`src/rtl/bp_fifo_to_axi_master.sv`:
```
// rtl/bp_fifo_to_axi_master.sv - single-outstanding AXI4 master bridging a valid/ready request FIFO
// One request becomes one single-beat AR/R or AW/W/B transaction; one response per request.
module bp_fifo_to_axi_master #(
    parameter int m_axi_addr_width_p = 64,
    parameter int m_axi_data_width_p = 64,
    parameter int m_axi_id_width_p   = 4,
    parameter int axi_id_p           = 0
) (
    input  logic                            clk,
    input  logic                            reset,

    input  logic                            v_i,
    output logic                            ready_and_o,
    input  logic                            w_i,
    input  logic [m_axi_addr_width_p-1:0]   addr_i,
    input  logic [m_axi_data_width_p-1:0]   data_i,
    input  logic [m_axi_data_width_p/8-1:0] wmask_i,
    input  logic [2:0]                      size_i,

    output logic                            v_o,
    input  logic                            yumi_i,
    output logic                            w_o,
    output logic [m_axi_data_width_p-1:0]   data_o,
    output logic                            err_o,

    output logic [m_axi_addr_width_p-1:0]   m_axi_awaddr_o,
    output logic                            m_axi_awvalid_o,
    input  logic                            m_axi_awready_i,
    output logic [m_axi_id_width_p-1:0]     m_axi_awid_o,
    output logic                            m_axi_awlock_o,
    output logic [3:0]                      m_axi_awcache_o,
    output logic [2:0]                      m_axi_awprot_o,
    output logic [7:0]                      m_axi_awlen_o,
    output logic [2:0]                      m_axi_awsize_o,
    output logic [1:0]                      m_axi_awburst_o,
    output logic [3:0]                      m_axi_awqos_o,
    output logic [3:0]                      m_axi_awregion_o,

    output logic [m_axi_data_width_p-1:0]   m_axi_wdata_o,
    output logic                            m_axi_wvalid_o,
    input  logic                            m_axi_wready_i,
    output logic                            m_axi_wlast_o,
    output logic [m_axi_data_width_p/8-1:0] m_axi_wstrb_o,

    input  logic                            m_axi_bvalid_i,
    output logic                            m_axi_bready_o,
    input  logic [m_axi_id_width_p-1:0]     m_axi_bid_i,
    input  logic [1:0]                      m_axi_bresp_i,

    output logic [m_axi_addr_width_p-1:0]   m_axi_araddr_o,
    output logic                            m_axi_arvalid_o,
    input  logic                            m_axi_arready_i,
    output logic [m_axi_id_width_p-1:0]     m_axi_arid_o,
    output logic                            m_axi_arlock_o,
    output logic [3:0]                      m_axi_arcache_o,
    output logic [2:0]                      m_axi_arprot_o,
    output logic [7:0]                      m_axi_arlen_o,
    output logic [2:0]                      m_axi_arsize_o,
    output logic [1:0]                      m_axi_arburst_o,
    output logic [3:0]                      m_axi_arqos_o,
    output logic [3:0]                      m_axi_arregion_o,

    input  logic [m_axi_data_width_p-1:0]   m_axi_rdata_i,
    input  logic                            m_axi_rvalid_i,
    output logic                            m_axi_rready_o,
    input  logic [m_axi_id_width_p-1:0]     m_axi_rid_i,
    input  logic                            m_axi_rlast_i,
    input  logic [1:0]                      m_axi_rresp_i
);

    localparam int mask_width_lp = m_axi_data_width_p / 8;

    typedef enum logic [2:0] {
        e_ready,
        e_read_addr,
        e_read_data,
        e_write,
        e_write_resp,
        e_resp
    } state_e;

    state_e                          state_q, state_d;
    logic [m_axi_addr_width_p-1:0]   addr_q, addr_d;
    logic [m_axi_data_width_p-1:0]   wdata_q, wdata_d;
    logic [mask_width_lp-1:0]        wmask_q, wmask_d;
    logic [2:0]                      size_q, size_d;
    logic                            aw_done_q, aw_done_d;
    logic                            w_done_q, w_done_d;
    logic [m_axi_data_width_p-1:0]   resp_data_q, resp_data_d;
    logic                            resp_err_q, resp_err_d;
    logic                            resp_w_q, resp_w_d;
    logic                            aw_fin, w_fin;

    // Handshake and response strobes depend only on state so no valid waits on its ready.
    assign ready_and_o     = (state_q == e_ready);
    assign v_o             = (state_q == e_resp);
    assign m_axi_arvalid_o = (state_q == e_read_addr);
    assign m_axi_rready_o  = (state_q == e_read_data);
    assign m_axi_awvalid_o = (state_q == e_write) & ~aw_done_q;
    assign m_axi_wvalid_o  = (state_q == e_write) & ~w_done_q;
    assign m_axi_bready_o  = (state_q == e_write_resp);

    assign w_o    = resp_w_q;
    assign data_o = resp_data_q;
    assign err_o  = resp_err_q;

    assign m_axi_awaddr_o   = addr_q;
    assign m_axi_awid_o     = m_axi_id_width_p'(axi_id_p);
    assign m_axi_awlock_o   = 1'b0;
    assign m_axi_awcache_o  = 4'b0011;
    assign m_axi_awprot_o   = 3'b000;
    assign m_axi_awlen_o    = 8'd0;
    assign m_axi_awsize_o   = size_q;
    assign m_axi_awburst_o  = 2'b01;
    assign m_axi_awqos_o    = 4'd0;
    assign m_axi_awregion_o = 4'd0;

    assign m_axi_wdata_o = wdata_q;
    assign m_axi_wstrb_o = wmask_q;
    assign m_axi_wlast_o = 1'b1;

    assign m_axi_araddr_o   = addr_q;
    assign m_axi_arid_o     = m_axi_id_width_p'(axi_id_p);
    assign m_axi_arlock_o   = 1'b0;
    assign m_axi_arcache_o  = 4'b0011;
    assign m_axi_arprot_o   = 3'b000;
    assign m_axi_arlen_o    = 8'd0;
    assign m_axi_arsize_o   = size_q;
    assign m_axi_arburst_o  = 2'b01;
    assign m_axi_arqos_o    = 4'd0;
    assign m_axi_arregion_o = 4'd0;

    // IDs and rlast carry no information for a single-beat, single-outstanding master.
    logic unused_inputs;
    assign unused_inputs = ^{m_axi_bid_i, m_axi_rid_i, m_axi_rlast_i};

    always_comb begin
        state_d     = state_q;
        addr_d      = addr_q;
        wdata_d     = wdata_q;
        wmask_d     = wmask_q;
        size_d      = size_q;
        aw_done_d   = aw_done_q;
        w_done_d    = w_done_q;
        resp_data_d = resp_data_q;
        resp_err_d  = resp_err_q;
        resp_w_d    = resp_w_q;
        aw_fin      = aw_done_q | (m_axi_awvalid_o & m_axi_awready_i);
        w_fin       = w_done_q | (m_axi_wvalid_o & m_axi_wready_i);

        unique case (state_q)
            e_ready: begin
                if (v_i) begin
                    addr_d  = addr_i;
                    wdata_d = data_i;
                    wmask_d = wmask_i;
                    size_d  = size_i;
                    state_d = w_i ? e_write : e_read_addr;
                end
            end
            e_read_addr: begin
                if (m_axi_arready_i) begin
                    state_d = e_read_data;
                end
            end
            e_read_data: begin
                if (m_axi_rvalid_i) begin
                    resp_data_d = m_axi_rdata_i;
                    resp_err_d  = (m_axi_rresp_i != 2'b00);
                    resp_w_d    = 1'b0;
                    state_d     = e_resp;
                end
            end
            e_write: begin
                // AW and W complete independently; move on once both have landed.
                if (aw_fin & w_fin) begin
                    aw_done_d = 1'b0;
                    w_done_d  = 1'b0;
                    state_d   = e_write_resp;
                end else begin
                    aw_done_d = aw_fin;
                    w_done_d  = w_fin;
                end
            end
            e_write_resp: begin
                if (m_axi_bvalid_i) begin
                    resp_data_d = '0;
                    resp_err_d  = (m_axi_bresp_i != 2'b00);
                    resp_w_d    = 1'b1;
                    state_d     = e_resp;
                end
            end
            e_resp: begin
                if (yumi_i) begin
                    state_d = e_ready;
                end
            end
            default: begin
                state_d = e_ready;
            end
        endcase
    end

    always_ff @(posedge clk) begin
        if (reset) begin
            state_q     <= e_ready;
            addr_q      <= '0;
            wdata_q     <= '0;
            wmask_q     <= '0;
            size_q      <= '0;
            aw_done_q   <= 1'b0;
            w_done_q    <= 1'b0;
            resp_data_q <= '0;
            resp_err_q  <= 1'b0;
            resp_w_q    <= 1'b0;
        end else begin
            state_q     <= state_d;
            addr_q      <= addr_d;
            wdata_q     <= wdata_d;
            wmask_q     <= wmask_d;
            size_q      <= size_d;
            aw_done_q   <= aw_done_d;
            w_done_q    <= w_done_d;
            resp_data_q <= resp_data_d;
            resp_err_q  <= resp_err_d;
            resp_w_q    <= resp_w_d;
        end
    end

endmodule

```
`config.mk`:
```
export PLATFORM = sky130hd
export DESIGN_NAME = bp_fifo_to_axi_master
export DESIGN_NICKNAME = d
export VERILOG_FILES = /design/src/rtl/bp_fifo_to_axi_master.sv
export SDC_FILE = /design/constraint.sdc
export NUM_CORES = 1
export LEC_CHECK = 0
export CORE_AREA = 5 5 217 219
export DETAILED_ROUTE_END_ITERATION = 8
export DIE_AREA = 0 0 222 224
export SYNTH_ARGS = -nofsm -noshare
export SYNTH_HDL_FRONTEND = slang
export SYNTH_SLANG_ARGS = --single-unit
```
`constraint.sdc`:
```
create_clock -name clk -period 1.83 [get_ports clk]
set_input_delay 0.2745 -clock clk [delete_from_list [all_inputs] [get_ports clk]]
set_output_delay 0.2745 -clock clk [all_outputs]
set_load 0.05 [all_outputs]
```
After elaboration in Yosys (flattened, before gate mapping)
Index checks and enable logic that the tools add are counted.

storage, ports and cells
  register bits after elaboration = 210
  bits of input ports = 226
  output and inout bits = 340
  logic and storage cells = 56

cells by class
  equal/unequal tests = 11
  muxes and demuxes = 19
  bitwise logic cells = 9
  reduce and logical (&&, ||, !) cells = 7

operator list
  operator            number
  $mux 64             2
  $pmux 64 s2         1
  $mux 3              6
  $pmux 3 s6          1
  $eq 3x2->1 const B  2
  $eq 3x3->1 const B  2
  $mux 1              6
  $ne 2x1->1 const B  3
  $ne 2x2->1 const B  3
  $reduce_and 6->1    1
  $reduce_bool 2->1   3
  $and 1x1->1         5
  $pmux 1 s2          2
  $eq 3x1->1 const B  1
  $logic_not 3->1     1
  $reduce_and 3->1    1
  $mux 2              1
  $not 1->1           2
  $or 1x1->1          2
  $reduce_and 2->1    1

Depth between registers and ports, before layout
Gate-level depths: netlist of the first run.

  depth in word-level cells = 7
  depth in mapped cells = 8
  gate-level depth less buffers = 4

Worst setup path after synthesis of the first run
No wires, ideal clock.

  kind = reg2out
  from = register state_q[1]
  to = output port m_axi_rready_o
  arrival = 1.933 ns
  data required time = 1.556 ns
  path slack = -0.378 ns
  stages on the path, launching flop included = 4
  path buffers = 2
  cell sequence = dfxtp_1 -> buf_2 -> clkbuf_1 -> nor3b_1

on the way
  word-level cells in the longest chain between the ends = 1

ends and longest elaborated chain
  item                    RTL line  source
  start, declared         82        state_e state_q, state_d;
  start signal, assigned  206       state_q <= e_ready;
  start signal, assigned  217       state_q <= state_d;
  $eq 3x2->1              98        assign m_axi_rready_o = (state_q == e_read_data);
  end, declared           65        output logic m_axi_rready_o,

Every way passes these cells.

Worst setup path after layout of the first run
  from = register state_q[1]
  to = output port m_axi_bready_o

on the way
  word-level cells in the longest chain between the ends = 1

ends and longest elaborated chain
  item           RTL line  source
  $eq 3x3->1     101       assign m_axi_bready_o = (state_q == e_write_resp);
  end, declared  46        output logic m_axi_bready_o,

Every way passes these cells.

==> results of run 1 <==
[stage by stage]
step	setup WS (ns)	hold slack (ns)
floorplan	0.04167	0.4105
global placement	0.1344	0.4428
detailed placement	0.09403	0.4466
CTS	-0.01084	0.1219
global route	-0.03952	0.1626
finish	0.02948	0.1623
[repair_timing]
item	CTS	global route
buffers inserted	10	0
resized for setup	202	6
pin swaps	3	1
setup endpoints to repair	196	8
[registers in the layout, summed over array words and instances, names as in the netlist]
register	cells
m_axi_araddr_o	64
state_q	3
m_axi_wstrb_o	8
w_done_q	1
w_o	1
m_axi_arsize_o	3
m_axi_wdata_o	64
err_o	1
data_o	64
aw_done_q	1
[kinds of logic (layout without fill, tap and decap cells)]
logic type | Yosys count | after routing | synth area share [%]
AOI/OAI and AO/OA | 217 | 217 | 15.13
buffers and inverters | 202 | 592 | 16.50
DFF | 210 | 210 | 50.28
other | 2 | 61 | 0.08981
and+or+nand+nor | 375 | 375 | 17.64
muxes | 3 | 3 | 0.3591
[cell usage after synthesis]
cell type	count	area, um2
buf_8	1	15.01
a22oi_1	64	480.5
a21o_1	1	7.510
buf_6	11	123.9
inv_1	1	3.750
nand3b_1	2	15.01
and3_1	1	6.260
a21oi_1	145	725.7
nor3b_2	1	12.51
conb_1	2	7.510
nand4_1	1	6.260
dfxtp_1	210	4204
nand3_1	1	5.000
a211o_1	3	26.28
buf_2	11	55.05
a31oi_1	1	6.260
nor3_1	7	35.03
o21ai_0	2	10.01
nor3b_1	3	22.52
nor4b_1	1	8.760
o221ai_1	1	8.760
nor2_1	73	274.0
nor3_4	1	16.27
nand2b_1	2	12.51
mux2i_1	3	30.03
nand2_1	281	1055
and2_1	1	6.260
buf_4	137	1028
clkbuf_1	41	153.9
[power groups by stage]
stage	clock, uW	sequential [uW]	combinational [uW]
floorplan	0	8410	4430
global placement	0	6000	10000
detailed placement	0	6040	10100
CTS	4860	5900	9840
global route	5020	6000	10300
finish	4660	5890	9740
[area by class of cell]
type / count / area (um2)
multi-input cells: 656 / 3077
repair buffers: 548 / 5104
clock buffers: 37 / 730.7
fillers: 4794 / 30970
inverters: 1 / 6.256
flip-flops and latches: 210 / 4215
clock inverters: 6 / 36.28
well taps: 600 / 750.7
[per-layer routing]
metal,up-vias,part of all wire (%)
met5,-,0.042
met1,3686,38
met2,364,50
met3,42,10
met4,2,2.6
li1,3976,-
[worst max path at each step]
stage	from	endpoint	slack, ns	cells past startpoint
floorplan	state_q[1]	m_axi_rready_o	0.04	3
finish	state_q[1]	m_axi_bready_o	0.03	4
global route	state_q[1]	m_axi_bready_o	-0.04	4
detailed placement	v_i	m_axi_wdata_o[60]	0.09	6
CTS	state_q[1]	m_axi_bready_o	-0.01	4
global placement	v_i	m_axi_araddr_o[24]	0.13	6
[cells in the final DEF, fill, tap and decap left out]
cell type / count
a211o_1: 3
a21o_2: 1
a21oi_1: 145
a22oi_1: 64
a31oi_1: 1
and2_4: 1
and3_1: 1
buf_12: 16
buf_4: 124
buf_6: 4
clkbuf_1: 6
clkbuf_16: 25
clkbuf_8: 6
clkdlybuf4s50_1: 215
clkinv_2: 5
conb_1: 61
dfxtp_1: 207
dfxtp_4: 3
dlygate4sd2_1: 189
inv_4: 1
inv_8: 1
mux2i_1: 3
nand2_1: 280
nand2_4: 1
nand2b_1: 2
nand3_4: 1
nand3b_1: 2
nand4_1: 1
nor2_1: 71
nor2_4: 2
nor3_1: 6
nor3_2: 1
nor3_4: 1
nor3b_2: 1
nor3b_4: 3
nor4b_1: 1
o21ai_0: 2
o221ai_1: 1
==> impl_metrics.toml, run 1 <==
[detailed_routing]
drt_pass1_iterations = 5
vias_per_cell = 3.921
ant_nets = 0
vias = 8070
post-route-drc-count = 0
wl_mm = 31.09
initialDrtViolationCount = 258
routedWlPerCell_um = 15.11

[flow_run]
maxCapViolCount = 0

[layout]
final_cell_area_um2 = 13920
area_growth_syn_to_layout_pct = 66.47
drive_gt1_share_pct = 13.51
nets = 1667
fin_util_pct = 31.01
layout.cells.non_filler = 2058
antenna_cells = 0

[global_routing]
grt_antenna_before_repair = 1
met3_usage_pct = 4.665
track_usage_pct = 11.38
gr-total-overflow = 0
grt_pass1_wl_mm = 46.10
grt_max_degree = 66
grt_pass1_vias = 8086
grt-busiest-layer = "met2"
use_met1_pct = 12.33
grt_use_met2_pct = 20.41

[pwr]
cellLeakagePower_uw = 0.006222
power_uw = 20300
internal-power_uw = 11190
p_switching_uw = 9110
switching_share_pct = 44.88
power_density_nw_per_um2 = 1458
pwr-share-seq_pct = 29.0
p_comb_share_pct = 48.0
peakVddDrop_uv = 769.6
clkPwrFrac_pct = 23.0

[cts]
cts.path.max_buffers = 3
htreeDepth = 1
cts.sinks = 210
root_buffer = "clkbuf_16"
worstSkewPairLatency_ns = 0.52
postCtsHoldBufs = 0
numCtsBuffers = 24
clk_pin_slew_worst_paths_ns = 0.06
cts_tree = "built"

[critical_path]
path_cells = "buf_6 -> nor3b_4 -> buf_6 -> buf_12"
critical_path_buf_inv_count = 3
cp-end-kind = "primary output"
rr_endpoint = "m_axi_wdata_o[60]"
rr_worst_depth = 8
critPathMaxStageDelay_ns = 0.37
r2r_start = "state_q[0]"
cp_max_fo = 5
crit_type = "register to primary output"
startpoint_type = "register"
required_ns = 1.56
critPathTopFamily = "buffers and inverters"
crit_top_cell = "buf_6"
r2r_slack_ns = 0.15
arrival_ns = 1.53
crit_slowest_cell = "dfxtp_4"

[placement]
place_inst = 2005
dpl_cell_area_um2 = 13250
hpwl_mm = 23.79
place_congestion = 0.8273
io_buffers = 495

[synthesis]
synthCells = 1009
syn_area_um2 = 8362
synth_warnings = 0
ys_ff_latch = 210
synth.distinct_cells = 29
avgSynthCellArea_um2 = 8.287
synth-seq-area-share_pct = 50.28

[timing]
fin_setup_tns_ns = 0
tightest_slew_ns = 0.5781
finalSetupViolCount = 0
fin_skew_ns = 0.007634
fin_crit_ns = 1.801
max_freq_ghz = 0.5554
hold_viol_final = 0
maxSlewHeadroom_pct = 61.61
drv_slew = 0
rsz0062_at_grt = "true"
post-route-period-util_pct = 98.39

[floorplanning]
fp-row-count = 78
die-area_um2 = 49730
die_w_um = 222
num_io_pins = 566
die_h_um = 224
core-area_um2 = 44890
initial_utilization_pct = 18.63

[hold_path]
hold_start = "reset"
hold_class = "input port to register"
worst_hold_path.endpoint = "data_o[25]"
hold_depth = 2

[status]
status = "finished, final reports clean"
Power figures use the tool's default switching activity.
==> inputs of run 2 (changes only) <==
- CORE_AREA: 5 5 217 219 -> 2 2 221 223
- DIE_AREA: 0 0 222 224 -> 0 0 223 225
==> run 2 against run 1 <==
Combinational power barely moved. Utilization fell by 1.3 points. Cell area rose by 1.4%.
==> impl_metrics.toml, run 2 (synthesis gave the netlist of run 1 again) <==
[cts]
root_buffer = "clkbuf_16"
cts.sinks = 210
cts_tree = "built"
postCtsHoldBufs = 0
worstSkewPairLatency_ns = 0.54
htreeDepth = 1
clk_pin_slew_worst_paths_ns = 0.06
numCtsBuffers = 25
cts.path.max_buffers = 3

[layout]
fin_util_pct = 29.69
area_growth_syn_to_layout_pct = 68.85
layout.cells.non_filler = 2078
drive_gt1_share_pct = 13.06
final_cell_area_um2 = 14120
nets = 1670
layout_commonest_cell = "nand2_1"
antenna_cells = 0
layout_common_cells = "nand2_1, clkdlybuf4s50_1, dfxtp_1, dlygate4sd2_1, a21oi_1"

[flow_run]
maxCapViolCount = 0

[timing]
hold_viol_final = 0
tightest_slew_ns = 0.5420
maxSlewHeadroom_pct = 64.01
finalSetupViolCount = 0
rsz0062_at_grt = "true"
max_freq_ghz = 0.5491
fin_skew_ns = 0.009676
drv_slew = 0
fin_crit_ns = 1.821
timing.hold.ws_ns = 0.1383
fin_setup_tns_ns = 0
post-route-period-util_pct = 99.52

[global_routing]
grt_pass1_vias = 7754
grt_antenna_before_repair = 0
grt_pass1_wl_mm = 42.92
gr-total-overflow = 0
grt_max_degree = 64
track_usage_pct = 10.64

[floorplanning]
initial_utilization_pct = 17.59
die_h_um = 225
core-area_um2 = 47550
die_w_um = 223
die-area_um2 = 50180
num_io_pins = 566
fp-row-count = 80

[placement]
place_inst = 2026
hpwl_mm = 21.79
dpl_cell_area_um2 = 13380
place_congestion = 0.7727
io_buffers = 495

[critical_path]
arrival_ns = 1.55
crit_slowest_cell = "dfxtp_4"
crit_type = "register to primary output"
path_cells = "buf_6 -> nor3b_4 -> buf_6 -> buf_12"
critPathMaxStageDelay_ns = 0.39
critical_path_buf_inv_count = 3
startpoint_type = "register"
critPathTopFamily = "flip-flops"
required_ns = 1.56
cp_max_fo = 5
crit_top_cell = "buf_6"
cp-end-kind = "primary output"

[hold_path]
hold_class = "input port to register"

[pwr]
power_density_nw_per_um2 = 1478
peakVddDrop_uv = 842.3
cellLeakagePower_uw = 0.006316

[detailed_routing]
drt_pass1_iterations = 5
vias = 8169
post-route-drc-count = 0
vias_per_cell = 3.931
ant_nets = 0
initialDrtViolationCount = 310
routedWlPerCell_um = 14.07
wl_mm = 29.23

[status]
status = "finished, final reports clean"
[run 2: worst paths after layout]
check / from / endpoint / slack, ns / cells after the start
hold / removal: reset / data_o[43] / 0.14 / 2
setup / recovery: state_q[2] / m_axi_bready_o / 0.009 / 4
hold reg to reg: m_axi_wdata_o[8] / m_axi_wdata_o[8] / 0.45 / 2
setup reg to reg: state_q[1] / data_o[20] / 0.17 / 7
[run 2: through the flow]
step / worst slack [ns] / power (uW)
4_1_cts: -0.02393 / 21160
2_1_floorplan: 0.04167 / 12840
6_report: 0.008823 / 20870
5_1_grt: -0.05702 / 21840
3_5_place_dp: 0.03609 / 16160
3_3_place_gp: 0.09054 / 16050
[run 2: layer usage]
layer  wire, um  share of wire, %  track usage [%]  vias up
met2      14430                49            19.08      366
li1           -                 -                -     3982
met1      11550                40            11.93     3780
met4        850               2.9            4.027        0
met3       2403               8.2            3.051       41
met5          0                 0                0        -
[run 2: timing repair]
action | 4_1_cts | 5_1_grt
gates resized for setup | 214 | 3
pin swaps | 2 | 0
setup endpoints to repair | 206 | 4
buffers inserted | 6 | 0
[run 2: report_power, final]
group	leakage, uW	internal (uW)	switching [uW]
combinational	0.00417	3090	6660
sequential	0.00171	5370	514
clock	0.000429	3260	1960
[run 2: worst register-to-register path, stage by stage (launching register included)]
cell,delay [ns]
dfxtp_4,0.35
buf_12,0.13
buf_4,0.14
nand3b_1,0.16
a21o_2,0.29
buf_12,0.20
a22oi_1,0.23
nor2_1,0.05
[run 2: layout make-up]
| class | instances | area, um2 |
|---|---|---|
| fill | 5054 | 33430 |
| timing repair buffer | 550 | 5185 |
| sequential | 210 | 4215 |
| multi-input combinational | 656 | 3070 |
| tap | 615 | 769.5 |
| clock buffer | 40 | 762.0 |
| clock inverter | 6 | 112.6 |
| inverter | 1 | 3.754 |
==> inputs of run 3 (changes only) <==
- PLACE_DENSITY: default -> 0.5
- clock period: 1.83 -> 1.8 ns (I/O delays scaled with it)
==> run 3 against run 2 <==
Total power is 1.6% lower. Cell count decreased by 0.91%. Combinational power hardly changed.
==> impl_metrics.toml, run 3 (synthesis gave the netlist of run 1 again) <==
[status]
status = "finished, final reports clean"

[critical_path]
crit_type = "register to primary output"
startpoint_type = "register"
arrival_ns = 1.50
cp-end-kind = "primary output"
required_ns = 1.53
rr_worst_depth = 8
rr_endpoint = "m_axi_wstrb_o[0]"
r2r_start = "state_q[1]"
cp_max_fo = 8
r2r_slack_ns = 0.14

[flow_run]
maxCapViolCount = 0

[floorplanning]
initial_utilization_pct = 17.59
die_w_um = 223
fp-row-count = 80
core-area_um2 = 47550
die_h_um = 225
die-area_um2 = 50180
num_io_pins = 566

[layout]
fillers = 5094
layout_commonest_cell = "nand2_1"
drive_gt1_share_pct = 15.65
area_growth_syn_to_layout_pct = 64.93
multi_input_area_um2 = 3083
seqCellArea_um2 = 4215
layout.cells.non_filler = 2059
layout_common_cells = "nand2_1, clkdlybuf4s50_1, dfxtp_1, buf_4, a21oi_1"
fin_util_pct = 29.01
antenna_cells = 0
nets = 1654

[cts]
cts_tree = "built"
cts.sinks = 210
clk_pin_slew_worst_paths_ns = 0.06
cts.path.max_buffers = 3
numCtsBuffers = 25
htreeDepth = 1
worstSkewPairLatency_ns = 0.53
postCtsHoldBufs = 0
root_buffer = "clkbuf_16"

[detailed_routing]
post-route-drc-count = 0
wl_mm = 30.26
initialDrtViolationCount = 354
routedWlPerCell_um = 14.69
drt_pass1_iterations = 4
ant_nets = 0
vias_per_cell = 3.864
vias = 7957

[timing]
finalSetupViolCount = 0
post-route-period-util_pct = 98.56
maxSlewHeadroom_pct = 64.82
rsz0062_at_grt = "true"
fin_ws_ns = 0.02586
fin_skew_ns = 0.02005
tightest_slew_ns = 0.5297
fin_crit_ns = 1.774
max_freq_ghz = 0.5637
hold_viol_final = 0
timing.hold.ws_ns = 0.07329
drv_slew = 0

[global_routing]
grt_pass1_wl_mm = 44.84
grt_max_degree = 73
gr-total-overflow = 0
grt_antenna_before_repair = 2
grt_pass1_vias = 7642
track_usage_pct = 11.25

[pwr]
power_density_nw_per_um2 = 1488
peakVddDrop_uv = 571.9
cellLeakagePower_uw = 0.006027

[hold_path]
worst_hold_path.endpoint = "data_o[2]"
hold_start = "reset"
hold_class = "input port to register"
hold_depth = 2

[placement]
io_buffers = 495
hpwl_mm = 22.02
dp_slack_ns = 0.05671
place_inst = 2005
place_congestion = 0.7267
## run 3: cell count changes in the layout (fill, tap and decap cells not counted), sizes merged
cell / delta
clkinvlp: +2
bufinv: -2
buf: +42
dlygate4sd2: -58
clkbuf: -1
inv: -2
## run 3: stage by stage
| stage | TNS [ns] | instance area [um2] | power (uW) |
|---|---|---|---|
| after floorplan | 0 | 8605 | 13050 |
| after global placement | 0 | 13060 | 16050 |
| after detailed placement | 0 | 13060 | 16110 |
| after CTS | -0.1462 | 13770 | 20860 |
| after global routing | -0.08940 | 13790 | 21590 |
| final | 0 | 13790 | 20520 |
## run 3: final cells by class
type / instances / share of cell area (%)
Clock buffer: 39 / 5.135
Clock inverter: 4 / 0.3448
Inverter: 1 / 0.05444
Multi-Input combinational cell: 656 / 22.36
Sequential cell: 210 / 30.57
Tap cell: 615 / 5.580
Timing Repair Buffer: 534 / 35.96
## run 3: power by group
part / switching, uW / internal, uW
logic: 6720 / 3040
registers: 544 / 5460
clock network: 1940 / 2820
## run 3: worst max-delay path by stage
| stage | end | slack [ns] | startpoint | cells after the start |
|---|---|---|---|---|
| 5_1_grt | v_o | -0.05 | state_q[2] | 3 |
| 4_1_cts | v_o | -0.08 | state_q[2] | 3 |
| 2_1_floorplan | m_axi_rready_o | 0.02 | state_q[1] | 3 |
| 6_report | v_o | 0.03 | state_q[2] | 3 |
| 3_5_place_dp | data_o[63] | 0.06 | m_axi_rvalid_i | 6 |
| 3_3_place_gp | data_o[26] | 0.1 | m_axi_rvalid_i | 6 |
## run 3: repair_timing
| item | CTS | global route |
|---|---|---|
| gates resized for setup | 159 | 0 |
| setup buffers | 8 | 3 |
| pin swaps | 5 | 0 |
| endpoints found under the setup margin | 148 | 5 |
## run 3: layer usage
| metal | part of all wire, % | vias to the layer above | track usage, % |
|---|---|---|---|
| met3 | 8.6 | 30 | 3.820 |
| met2 | 48 | 342 | 19.21 |
| met5 | 0 | - | 0 |
| li1 | - | 3948 | - |
| met1 | 41 | 3637 | 13.60 |
| met4 | 2.0 | 0 | 2.620 |
## run 3: worst max-delay path: stages, from the launching register on
cell and delay (ns):
dfxtp_4 0.41, clkinvlp_4 0.17, nor3b_4 0.23, buf_12 0.16
==> patch 1: new RTL, flow settings as in run 1 <==
`resp_data_q` no longer has a reset.
--- a/src/rtl/bp_fifo_to_axi_master.sv
+++ b/src/rtl/bp_fifo_to_axi_master.sv
@@ -212,3 +212,2 @@
             w_done_q    <= 1'b0;
-            resp_data_q <= '0;
             resp_err_q  <= 1'b0;
@@ -223,3 +222,2 @@
             w_done_q    <= w_done_d;
-            resp_data_q <= resp_data_d;
             resp_err_q  <= resp_err_d;
@@ -229,2 +227,6 @@
 
+    always_ff @(posedge clk) begin
+        resp_data_q <= resp_data_d;
+    end
+
 endmodule
Function: differs if reset is asserted again (counterexample within 4 cycles, from zero or initial values and one cycle with reset high); with reset held inactive, the same outputs for 4 cycles.
==> patch 1 against run 1 <==
- global-route usage rose by 0.24 points
- count of clock-buffer cells in the layout shrank 4
- total power is 2.1% higher
- clock power down 5.8%
- core utilization increased by 0.44 points
- sequential cell count unchanged
- hold slack worse by 0.015 ns
- wire length up 3.5%
- synthesized area increased by 2.7%
- design area rose by 1.4%
- setup slack improved by 0.026 ns
- critical endpoint unchanged
- highest routed layer unchanged
==> patch 1: results (changes against run 1) <==
| Metric | Value |
|---|---|
| Vias per Instance | 3.85 (-1.9%) |
| VDD IR max | 868 uV (+13%) |
| Pre-antenna DRT Iters | 4 (-1) |
| EDFF count, synth | 64 (+64) |
| Number of global-route vias before repair | 7491 (-7.4%) |
| Hold Path End | m_axi_wdata_o[51]$_SDFFE_PP0P_ |
| Vias after detailed routing | 7643 (-5.3%) |
| Ratio of cells with drive above 1 in the final layout | 12.9% (-0.61 points) |
| Net count reported at finish | 1588 (-4.7%) |
| DP HPWL | 24600 microns (+3.5%) |
| First-pass GRT wire length | 45400 microns (-1.5%) |
| Syn Area/Cell | 9.24 sq um (+11%) |
| Sequential-to-total area share from yosys stat | 56.4% (+6.1 points) |
| Reg2Reg Setup Slack | 0.19 ns (+0.04 ns) |
| Crit path max fanout | 14 (+9) |
| Unique masters post-synth | 32 (+10%) |
| Post-synth ARST share | 0% (unchanged) |
| MaxCap Viol Count | 0 (unchanged) |
| Input/output buffers | 495 (unchanged) |
| CP max-delay cell | dfxtp_4 |
| Largest net degree at the start of global routing | 69 (+4.5%) |
| GP Congestion | 0.863 (+4.3%) |
| Critical Path Max Stage Delay | 0.41 ns (+0.04 ns) |
| Root buffer cell | clkbuf_16 |
| Clk Latency, worst-skew pair | 0.53 ns |
| GRT Util Overall | 11.6% (+0.24 points) |
| H-tree depth | 1 (unchanged) |
| Most common library cells after synthesis | nand2_1 (283), a21oi_1 (147), dfxtp_1 (146) |
| Clock Pin Slew Worst Setup and Hold Paths | 0.06 ns (about the same) |
| HP Class | in2reg |
| WHS Path Cells | 2 (unchanged) |
| Maximum clock rate | 564 MHz (+1.5%) |
| CP delay by family, top | flip-flops |
| Prevailing post-synth register cell | dfxtp_1 |
| Routed WL | 32200 microns (+3.5%) |
| Worst Skew | 0.0110 ns (+0.00339 ns) |
| Setup WS pre-CTS | 0.0678 ns (-0.0263 ns) |
| CP endpoint | m_axi_bready_o |
| Placed cell areas | 0.0135 sq mm (+1.7%) |
| Initial antenna violation count | 9 (+8) |
| Synth warn | 0 (unchanged) |
| Status | finished clean |
| LEAKAGE | 0.00603 uW (-3.0%) |
| Sw power | 9540 uW (+4.7%) |
| HP Start | reset |
| Largest cells by area after synthesis | dfxtp_1 (34%), edfxtp_1 (22%), nand2_1 (12%) |
| Worst EP arrival | 1.50 ns (-0.03 ns) |
| Slew @ Worst Pin | 0.537 ns (-0.0414 ns) |
| Worst Reg2Reg Path Length in Cells | 7 (-1) |
| WHS | 0.147 ns (-0.0148 ns) |
| Worst R2R End | m_axi_wdata_o[8]$_SDFFE_PP0P_ |
| Crit. Startpoint | state_q[1]$_SDFFE_PP0P_ |
| Total CTS buffers | 24 (unchanged) |
| Initial DRC Count | 334 (+29%) |
| CTS max path bufs | 3 (unchanged) |
| Origin of the critical flop-to-flop path | state_q[2]$_SDFFE_PP0P_ |
| Placed cell count | 1927 (-3.9%) |
## patch 1: cell count changes in the layout (fill, tap and decap cells not counted), sizes merged, moves of 20 or more
cell,delta
nor2b,+65
a22oi,-64
dfxtp,-64
edfxtp,+64
nor2,-61
buf,-20
## patch 1: area by class of cell
class / instances / area [sq um]
Clock inverter: 11 / 73.8
Tap cell: 600 / 751
Timing Repair Buffer: 532 / 5020
Fill cell: 4674 / 30800
Clock buffer: 33 / 634
Sequential cell: 210 / 4860
Multi-Input combinational cell: 593 / 2760
Antenna cell: 6 / 15.0
Inverter: 1 / 3.75
## patch 1: per-layer routing
layer / up-vias / GRT usage, % / wire [microns]
li1: 3691 / - / -
met2: 409 / 22.1 / 17000
met4: 2 / 4.14 / 1080
met3: 46 / 4.27 / 3130
met1: 3495 / 11.7 / 11000
met5: - / 0 / 20
## patch 1: what timing repair did
item	4_1_cts	5_1_grt
setup buffers	1	6
setup endpoints to repair	198	6
gates cloned	0	2
pin swaps	2	1
hold buffers	0	0
endpoints found under the hold margin	0	0
resized for setup	207	3
## patch 1: kinds of logic (layout without fill, tap and decap cells)
| family | count (synthesis) | after routing | share of synthesized area [%] |
|---|---|---|---|
| AO/OA/AOI/OAI | 156 | 156 | 9.42 |
| multiplexers | 1 | 1 | 0.175 |
| other | 2 | 67 | 0.0874 |
| flip-flops | 210 | 210 | 56.4 |
| AND/OR/NAND/NOR | 375 | 375 | 19.0 |
| buffers and inverters | 186 | 577 | 14.9 |
## patch 1: power by group through the flow
stage / Combinational (uW) / Clock, uW / Sequential, uW
2_1_floorplan: 4180 / 0 / 9370
3_3_place_gp: 10300 / 0 / 6500
3_5_place_dp: 10300 / 0 / 6540
4_1_cts: 9850 / 4580 / 6450
5_1_grt: 10400 / 4740 / 6540
6_report: 9920 / 4390 / 6420
==> patch 2: new RTL, flow settings as in run 1 <==
Without the edit above. Change the parameter `m_axi_id_width_p` from 4 to 3.
--- a/src/rtl/bp_fifo_to_axi_master.sv
+++ b/src/rtl/bp_fifo_to_axi_master.sv
@@ -5,3 +5,3 @@
     parameter int m_axi_data_width_p = 64,
-    parameter int m_axi_id_width_p   = 4,
+    parameter int m_axi_id_width_p   = 3,
     parameter int axi_id_p           = 0
Ports: changed (resized m_axi_arid_o, m_axi_awid_o, m_axi_bid_i and m_axi_rid_i); port bits go from 566 to 562. No check against the original RTL was run, so the function may have changed too.
==> patch 2 against run 1 <==
- design area is 0.69% lower
- synthesized area is 0.18% lower
- fmax is 2.4% higher
- sequential cell count stayed put
- highest routed layer is now met4
- clock power is 0.9% higher
- count of clock-buffer cells in the layout is 3 higher
- total power is 1.1% lower
- register-to-register slack better by 0.13 ns
- combinational power is 2.8% lower
- setup slack better by 0.042 ns
- critical path depth is 1 lower
- wire length is 2.1% lower
==> patch 2: results (changes against run 1) <==
| Metric | Value |
|---|---|
| Most common cell in the synthesized netlist | nand2_1 |
| VDD IR max | 767 uV (-0.28%) |
| Worst EP arrival | 1.48 ns (-0.05 ns) |
| H-tree depth | 1 (unchanged) |
| Met3 usage | 4.35% (-0.31 points) |
| Post-synth ARST share | 0% (unchanged) |
| HP Class | in2reg |
| GRT Util Overall | 11.1% (-0.32 points) |
| GP Congestion | 0.816 (-1.3%) |
| Synth warn | 0 (unchanged) |
| Input/output buffers | 495 (unchanged) |
| Sequential-to-total area share from yosys stat | 50.4% (+0.090 points) |
| Total CTS buffers | 25 (+4.2%) |
| Net count reported at finish | 1646 (-1.3%) |
| Worst Skew | 0.00650 ns (-0.00114 ns) |
| Crit path max fanout | 9 (+4) |
| Pre-antenna DRT Iters | 5 (unchanged) |
| Largest net degree at the start of global routing | 70 (+6.1%) |
| Root buffer cell | clkbuf_16 |
| Number of global-route vias before repair | 7776 (-3.8%) |
| Status | finished clean |
| LEAKAGE | 0.00616 uW (-1.1%) |
| Initial antenna violation count | 1 (unchanged) |
| Ratio of cells with drive above 1 in the final layout | 11.9% (-1.6 points) |
| M1 GR Usage | 13.1% (+0.81 points) |
| First-pass GRT wire length | 45200 microns (-2.0%) |
| Unique masters post-synth | 29 (unchanged) |
| DP HPWL | 22900 microns (-3.9%) |
| Clock Pin Slew Worst Setup and Hold Paths | 0.06 ns (about the same) |
| Final Max Slew Viols | 0 (unchanged) |
| Routing usage on met2 | 19.0% (-1.4 points) |
| Initial DRC Count | 431 (+67%) |
| Largest cells by area after synthesis | dfxtp_1 (50%), nand2_1 (13%), buf_4 (12%) |
| Routed WL | 30400 microns (-2.1%) |
| Vias per Instance | 3.97 (+1.2%) |
| CTS max path bufs | 3 (unchanged) |
| Setup WS pre-CTS | 0.0299 ns (-0.0641 ns) |
| Clk Latency, worst-skew pair | 0.52 ns (about the same) |
| Slew @ Worst Pin | 0.541 ns (-0.0368 ns) |
| Most common library cells after synthesis | nand2_1 (281), dfxtp_1 (210), a21oi_1 (145) |
==> patch 2: area by class of cell <==
cell class	count	area (sq um)
timing repair buffer	530	5010
clock inverter	3	15.0
tap	600	751
clock buffer	40	762
antenna	1	2.50
multi-input combinational	654	3060
fill	4844	31100
sequential	210	4220
inverter	1	3.75
==> patch 2: worst max-delay path, stage by stage (launching register included) <==
cell and delay [ns]:
dfxtp_4 0.42, inv_2 0.10, nor3b_2 0.26, buf_12 0.17
==> patch 2: layer usage <==
metal | up-vias | routed length (microns)
met5 | - | 0
met4 | 0 | 701
met3 | 39 | 2980
met2 | 354 | 14600
met1 | 3757 | 12200
li1 | 3944 | -
==> patch 2: what timing repair did <==
item / in CTS / in global routing
gates cloned: 0 / 0
buffers inserted: 4 / 2
pin swaps: 2 / 1
gates resized for setup: 209 / 3
setup endpoints to repair: 203 / 4
==> patch 2: worst paths after layout <==
path	startpoint	to	slack, ns	cells past startpoint
min reg2reg	m_axi_wdata_o[33]$_SDFFE_PP0P_	m_axi_wdata_o[33]$_SDFFE_PP0P_	0.45	2
max	state_q[2]$_SDFFE_PP0P_	v_o	0.07	3
max reg2reg	state_q[1]$_SDFFE_PP0P_	m_axi_araddr_o[17]$_SDFFE_PP0P_	0.28	7
min	reset	data_o[48]$_SDFFE_PP0P_	0.1	2
==> patch 2: where the power goes <==
part	total (uW)	switching, uW	internal [uW]
combinational	9470	6570	2900
sequential	5910	540	5370
clock	4700	1890	2820
total	20100	9000	11100
==> patch 2: per-stage QoR <==
stage	setup TNS (ns)	utilization, %	instance area (sq um)	cells
after global routing	-0.00581	30.8	13800	2038
after global placement	0	29.4	13200	1989
after CTS	0	30.7	13800	2036
after detailed placement	0	29.4	13200	1989
after floorplan	0	-	8580	1064
final	0	30.8	13800	2039
==> patch 2: kinds of logic after synthesis <==
family | share of synthesized area, %
other cells | 0.0900
mux | 0.360
flops | 50.4
simple gates | 17.7
compound gates | 15.2
buf+inv | 16.4
